`config.mk`:
```
export PLATFORM = sky130hd
export DESIGN_NAME = iob_wb_decoder
export DESIGN_NICKNAME = d
export VERILOG_FILES = /design/src/rtl/iob_wb_decoder.sv
export SDC_FILE = /design/constraint.sdc
export NUM_CORES = 1
export LEC_CHECK = 0
export ABC_AREA = 1
export CORE_AREA = 3 3 137 139
export DETAILED_ROUTE_END_ITERATION = 16
export DIE_AREA = 0 0 140 142
export PLACE_DENSITY = 0.66
export RECOVER_POWER = 100
export REMOVE_ABC_BUFFERS = 1
export SYNTH_ARGS = -nofsm -noshare
export SYNTH_HDL_FRONTEND = slang
export SYNTH_SLANG_ARGS = --single-unit
```
`constraint.sdc`:
```
create_clock -name clk_i -period 1.59 [get_ports clk_i]
set_input_delay 0.318 -clock clk_i [delete_from_list [all_inputs] [get_ports clk_i]]
set_output_delay 0.318 -clock clk_i [all_outputs]
set_load 0.01 [all_outputs]
```
`src/rtl/iob_wb_decoder.sv`:
```
// rtl/iob_wb_decoder.sv - Wishbone two-slave address decoder with bus watchdog and error log
module iob_wb_decoder #(
    parameter int unsigned          ADDR_W  = 32,
    parameter int unsigned          DATA_W  = 32,
    parameter logic [ADDR_W-1:0]    S0_BASE = 32'h0000_0000,
    parameter logic [ADDR_W-1:0]    S0_MASK = 32'hFFFF_F000,
    parameter logic [ADDR_W-1:0]    S1_BASE = 32'h0000_1000,
    parameter logic [ADDR_W-1:0]    S1_MASK = 32'hFFFF_F000,
    parameter int unsigned          TIMEOUT = 200
) (
    input  logic                    clk_i,
    input  logic                    rst_n_i,
    input  logic [ADDR_W-1:0]       wb_addr_i,
    input  logic [DATA_W-1:0]       wb_data_i,
    input  logic [DATA_W/8-1:0]     wb_select_i,
    input  logic                    wb_we_i,
    input  logic                    wb_cyc_i,
    input  logic                    wb_stb_i,
    output logic [DATA_W-1:0]       wb_data_o,
    output logic                    wb_ack_o,
    output logic                    wb_error_o,
    output logic [ADDR_W-1:0]       s0_addr_o,
    output logic [ADDR_W-1:0]       s1_addr_o,
    output logic [DATA_W-1:0]       s0_data_o,
    output logic [DATA_W-1:0]       s1_data_o,
    output logic [DATA_W/8-1:0]     s0_select_o,
    output logic [DATA_W/8-1:0]     s1_select_o,
    output logic                    s0_we_o,
    output logic                    s1_we_o,
    output logic                    s0_cyc_o,
    output logic                    s0_stb_o,
    output logic                    s1_cyc_o,
    output logic                    s1_stb_o,
    input  logic [DATA_W-1:0]       s0_data_i,
    input  logic                    s0_ack_i,
    input  logic                    s0_err_i,
    input  logic [DATA_W-1:0]       s1_data_i,
    input  logic                    s1_ack_i,
    input  logic                    s1_err_i,
    input  logic                    err_clr_i,
    output logic [7:0]              err_cnt_o,
    output logic [ADDR_W-1:0]       last_err_addr_o
);

    typedef enum logic [1:0] {IDLE, ACTIVE, ERR, DRAIN} state_t;
    typedef enum logic [1:0] {SEL_S0, SEL_S1, SEL_NONE} sel_t;

    localparam logic [7:0] TMO_LAST = 8'(TIMEOUT - 1);

    state_t             state;
    sel_t               sel;
    logic [7:0]         tmo_cnt;

    logic               req;
    logic               hit0;
    logic               hit1;
    logic               act;
    logic               tmo;
    logic               s_ack;
    logic               s_err;
    logic [DATA_W-1:0]  s_data;

    assign req  = wb_cyc_i & wb_stb_i;
    assign hit0 = (wb_addr_i & S0_MASK) == S0_BASE;
    assign hit1 = (wb_addr_i & S1_MASK) == S1_BASE;
    assign act  = (state == ACTIVE) & wb_cyc_i;
    assign tmo  = tmo_cnt == TMO_LAST;

    always_comb begin
        s_ack  = 1'b0;
        s_err  = 1'b0;
        s_data = '0;
        case (sel)
            SEL_S0: begin
                s_ack  = s0_ack_i;
                s_err  = s0_err_i;
                s_data = s0_data_i;
            end
            SEL_S1: begin
                s_ack  = s1_ack_i;
                s_err  = s1_err_i;
                s_data = s1_data_i;
            end
            default: ;
        endcase
    end

    // Slave error beats ack; a timeout only fires when the slave is silent.
    assign wb_ack_o   = act & ~s_err & s_ack;
    assign wb_error_o = (state == ERR) | (act & s_err) | (act & ~s_ack & tmo);
    assign wb_data_o  = wb_ack_o ? s_data : '0;

    assign s0_cyc_o = act & (sel == SEL_S0);
    assign s0_stb_o = s0_cyc_o;
    assign s1_cyc_o = act & (sel == SEL_S1);
    assign s1_stb_o = s1_cyc_o;

    assign s0_addr_o   = wb_addr_i;
    assign s1_addr_o   = wb_addr_i;
    assign s0_data_o   = wb_data_i;
    assign s1_data_o   = wb_data_i;
    assign s0_select_o = wb_select_i;
    assign s1_select_o = wb_select_i;
    assign s0_we_o     = wb_we_i;
    assign s1_we_o     = wb_we_i;

    always_ff @(posedge clk_i) begin
        if (!rst_n_i) begin
            state           <= IDLE;
            sel             <= SEL_NONE;
            tmo_cnt         <= '0;
            err_cnt_o       <= '0;
            last_err_addr_o <= '0;
        end else begin
            case (state)
                IDLE: begin
                    if (req) begin
                        tmo_cnt <= '0;
                        if (hit1) begin
                            sel   <= SEL_S1;
                            state <= ACTIVE;
                        end else if (hit0) begin
                            sel   <= SEL_S0;
                            state <= ACTIVE;
                        end else begin
                            sel   <= SEL_NONE;
                            state <= ERR;
                        end
                    end
                end
                ACTIVE: begin
                    if (!wb_cyc_i) begin
                        state <= IDLE;
                    end else if (s_err || s_ack || tmo) begin
                        state <= DRAIN;
                    end else begin
                        tmo_cnt <= tmo_cnt + 8'd1;
                    end
                end
                ERR:     state <= DRAIN;
                default: state <= IDLE;
            endcase

            if (err_clr_i) begin
                err_cnt_o <= '0;
            end else if (wb_error_o && err_cnt_o != 8'hFF) begin
                err_cnt_o <= err_cnt_o + 8'd1;
            end
            if (wb_error_o) begin
                last_err_addr_o <= wb_addr_i;
            end
        end
    end

endmodule

```
==> results <==
[routing by layer]
layer  global-route usage (%)  part of all wire [%]
met2                     33.9                    42
met1                     26.7                    40
met5                     7.89                  0.86
met3                     14.3                    15
met4                     5.71                   2.5
[placed cells by master (no fill, tap or decap), types with 16 or more instances in the layout]
cell,instances
sky130_fd_sc_hd__buf_2,17
sky130_fd_sc_hd__clkdlybuf4s50_1,115
sky130_fd_sc_hd__buf_6,24
sky130_fd_sc_hd__buf_4,65
sky130_fd_sc_hd__a21oi_4,17
sky130_fd_sc_hd__a21oi_2,16
sky130_fd_sc_hd__nand2_1,81
sky130_fd_sc_hd__inv_1,19
sky130_fd_sc_hd__o21ai_1,22
sky130_fd_sc_hd__dfxtp_1,46
sky130_fd_sc_hd__dlygate4sd3_1,23
sky130_fd_sc_hd__dlygate4sd2_1,69
sky130_fd_sc_hd__nor2_1,93
sky130_fd_sc_hd__nand3_1,56
sky130_fd_sc_hd__a21oi_1,19
[Yosys cell counts, types with 5 or more instances]
cell / instances / area, um^2
sky130_fd_sc_hd__a21oi_1: 41 / 205
sky130_fd_sc_hd__a21oi_2: 11 / 96.3
sky130_fd_sc_hd__buf_2: 6 / 30.0
sky130_fd_sc_hd__buf_4: 142 / 1070
sky130_fd_sc_hd__clkbuf_1: 13 / 48.8
sky130_fd_sc_hd__dfxtp_1: 52 / 1040
sky130_fd_sc_hd__inv_1: 20 / 75.1
sky130_fd_sc_hd__inv_2: 5 / 18.8
sky130_fd_sc_hd__nand2_1: 86 / 323
sky130_fd_sc_hd__nand3_1: 56 / 280
sky130_fd_sc_hd__nor2_1: 97 / 364
sky130_fd_sc_hd__nor3_1: 5 / 25.0
sky130_fd_sc_hd__o21ai_1: 32 / 160
[critical path, cell delays in order (launching register included)]
cell and delay (ps):
sky130_fd_sc_hd__dfxtp_4 410, sky130_fd_sc_hd__nor2_4 60, sky130_fd_sc_hd__nand2_1 90, sky130_fd_sc_hd__nand2_2 90, sky130_fd_sc_hd__nor3_4 250, sky130_fd_sc_hd__inv_4 80, sky130_fd_sc_hd__buf_12 150, sky130_fd_sc_hd__buf_12 150
sky130_fd_sc_hd__a21oi_4 130, sky130_fd_sc_hd__buf_12 120
[layout make-up]
cell class,count,area share [%]
Timing Repair Buffer,329,45.3
Clock inverter,3,1.32
Clock buffer,5,1.83
Inverter,27,1.76
Tap cell,229,4.20
Timing Repair inverter,1,0.238
Sequential cell,52,15.4
Multi-Input combinational cell,356,30.0
[final timing paths]
| kind | from | endpoint | slack, ps | cells past startpoint |
|---|---|---|---|---|
| hold / removal | last_err_addr_o[14]$_SDFFE_PN0P_ | last_err_addr_o[14]$_SDFFE_PN0P_ | 500 | 2 |
| hold reg to reg | last_err_addr_o[14]$_SDFFE_PN0P_ | last_err_addr_o[14]$_SDFFE_PN0P_ | 500 | 2 |
| setup / recovery | sel[0]$_SDFFE_PN0P_ | wb_data_o[5] | -580 | 9 |
| setup reg to reg | sel[0]$_SDFFE_PN0P_ | last_err_addr_o[13]$_SDFFE_PN0P_ | -210 | 11 |
[power groups by stage]
stage / registers (mW) / clock network, mW / logic, mW
3_5_place_dp: 1.50 / 0 / 1.32
5_1_grt: 1.50 / 1.67 / 1.53
6_report: 1.48 / 1.58 / 1.43
4_1_cts: 1.48 / 1.63 / 1.40
2_1_floorplan: 1.56 / 0 / 0.291
3_3_place_gp: 1.50 / 0 / 1.32
[state kept, by name, summed over array words and instances (netlist names)]
register	count
tmo_cnt	8
err_cnt_o	8
sel	2
last_err_addr_o	32
state	2
[per-stage QoR]
stage,hold slack (ps),setup WS (ps)
global route,522,-675
finish,497,-578
detailed placement,482,-904
floorplan,417,-878
global placement,473,-865
CTS,495,-581
[logic make-up after synthesis]
family          synth area share (%)
xor+xnor                        1.09
fa+ha+maj                      0.625
compound gates                  12.4
flops                           26.0
buf+inv                         32.0
simple gates                    27.9
[repair_timing]
action                                  CTS  global route
endpoints found under the setup margin  157            86
pin swaps                                 5             3
hold buffers                              0             0
hold endpoints to repair                  0             0
setup buffers                            11             3
gates resized for setup                 254            37
cloned                                    3             1
==> metrics.txt <==
result of the run complete, but fails checks; failing checks setup timing; leftover overflow at the end of global routing 0; post-synthesis instance area 0.00401 mm^2; Peak Freq 461 MHz; leakage power 2.76 nW; count of max-cap constraint violations 0; Post-Place Cell Area 0.00612 mm^2; number of synthesized register bits 52; number of hold violations in the final report 0; Comb pwr share 31.8%; initial cell density of the core 22.5%; Fin Clk Skew 3.33 ps; number of placement rows 49; Post-synth EDFFs 0; sink count of the clock tree 52; utilization after layout 38.4%; Total Routing Usage GR 22.6%; kind of start point of the critical path flip-flop; main flop type after synthesis sky130_fd_sc_hd__dfxtp_1; Switch Pwr 1.26 mW; Layout Cells excl Fill 1002; finished layout cell area 0.00682 mm^2; clock latency at the later pin of the worst-skew pair 300 ps; unrepaired setup endpoints after global routing true; maximum number of pins on one net before global-route repair 36; Crit Path Max Fanout 7; CTS Root Cell sky130_fd_sc_hd__clkbuf_16; fill count 1869; maximum clock path buffer count 2; die outline area 0.0199 mm^2; Hold Crit Class reg2reg; overall power of the completed layout 4.49 mW; wirelength, routed 23600 um; number of I/O port buffers 246; area added between synthesis and finish 70.3%; worst setup slack after layout -578 ps; Synth Area per Inst 6.70 um^2; time the final worst path needs with I/O delays and setup 2170 ps; Max Slew Vio Count 0; DRC violation total after the first TritonRoute iteration 234; area of the placeable core 0.0178 mm^2; final number of setup-violating endpoints 78; Detailed Routing Iterations Pass 1 4; Req. time, crit path 1270 ps; sequential cell area 0.00105 mm^2; initial antenna violation count 0; number of instances in the synthesized netlist 598; share of power burned in registers 33.1%; remaining antenna violation count 0; Placer Congestion 0.884; Distinct cells, synth 29; post-layout net count 916; post-CTS clock slew at the launch and capture registers of the worst setup and hold paths 70 ps; chip height 142 um; clock tree from TritonCTS done; endpoint class of the critical path output pin; proportion of layout cells with a drive suffix above 1 26.6%; TritonCTS buffer count 5; maximum vdd ir drop 459 uV; final worst path period share 136%; Top Ports 358; DRC violation count after routing 0; cell area power density 658 mW/mm^2; Multi-input gate area 0.00204 mm^2; Internal Dissipation 3.23 mW; class of the most critical setup path reg2out; die boundary width 140 um; vias in the first global route 4530; maximum level of the CTS H-tree 2; Slew HR 71.1%; Clk pwr share 35.2%; via total after detailed routing 4583; TNS Setup -22560 ps; proportion of total power due to net switching 28.0%; Worst Path Arrival 1850 ps; routed len/inst 23.5 um; count of placed standard cells including taps 980; wire length of the first global-routing pass 32300 um; fraction of the yosys area taken by sequential cells 26.0%; fraction of registers with async set/reset 0%; via count normalized by instance count 4.57; total inserted antenna cells 0; HPWL Detailed 19100 um; Synthesis Warnings 0; transition time at the pin with the least slew margin 433 ps
Note: power is estimated with default switching activity, not from simulation.
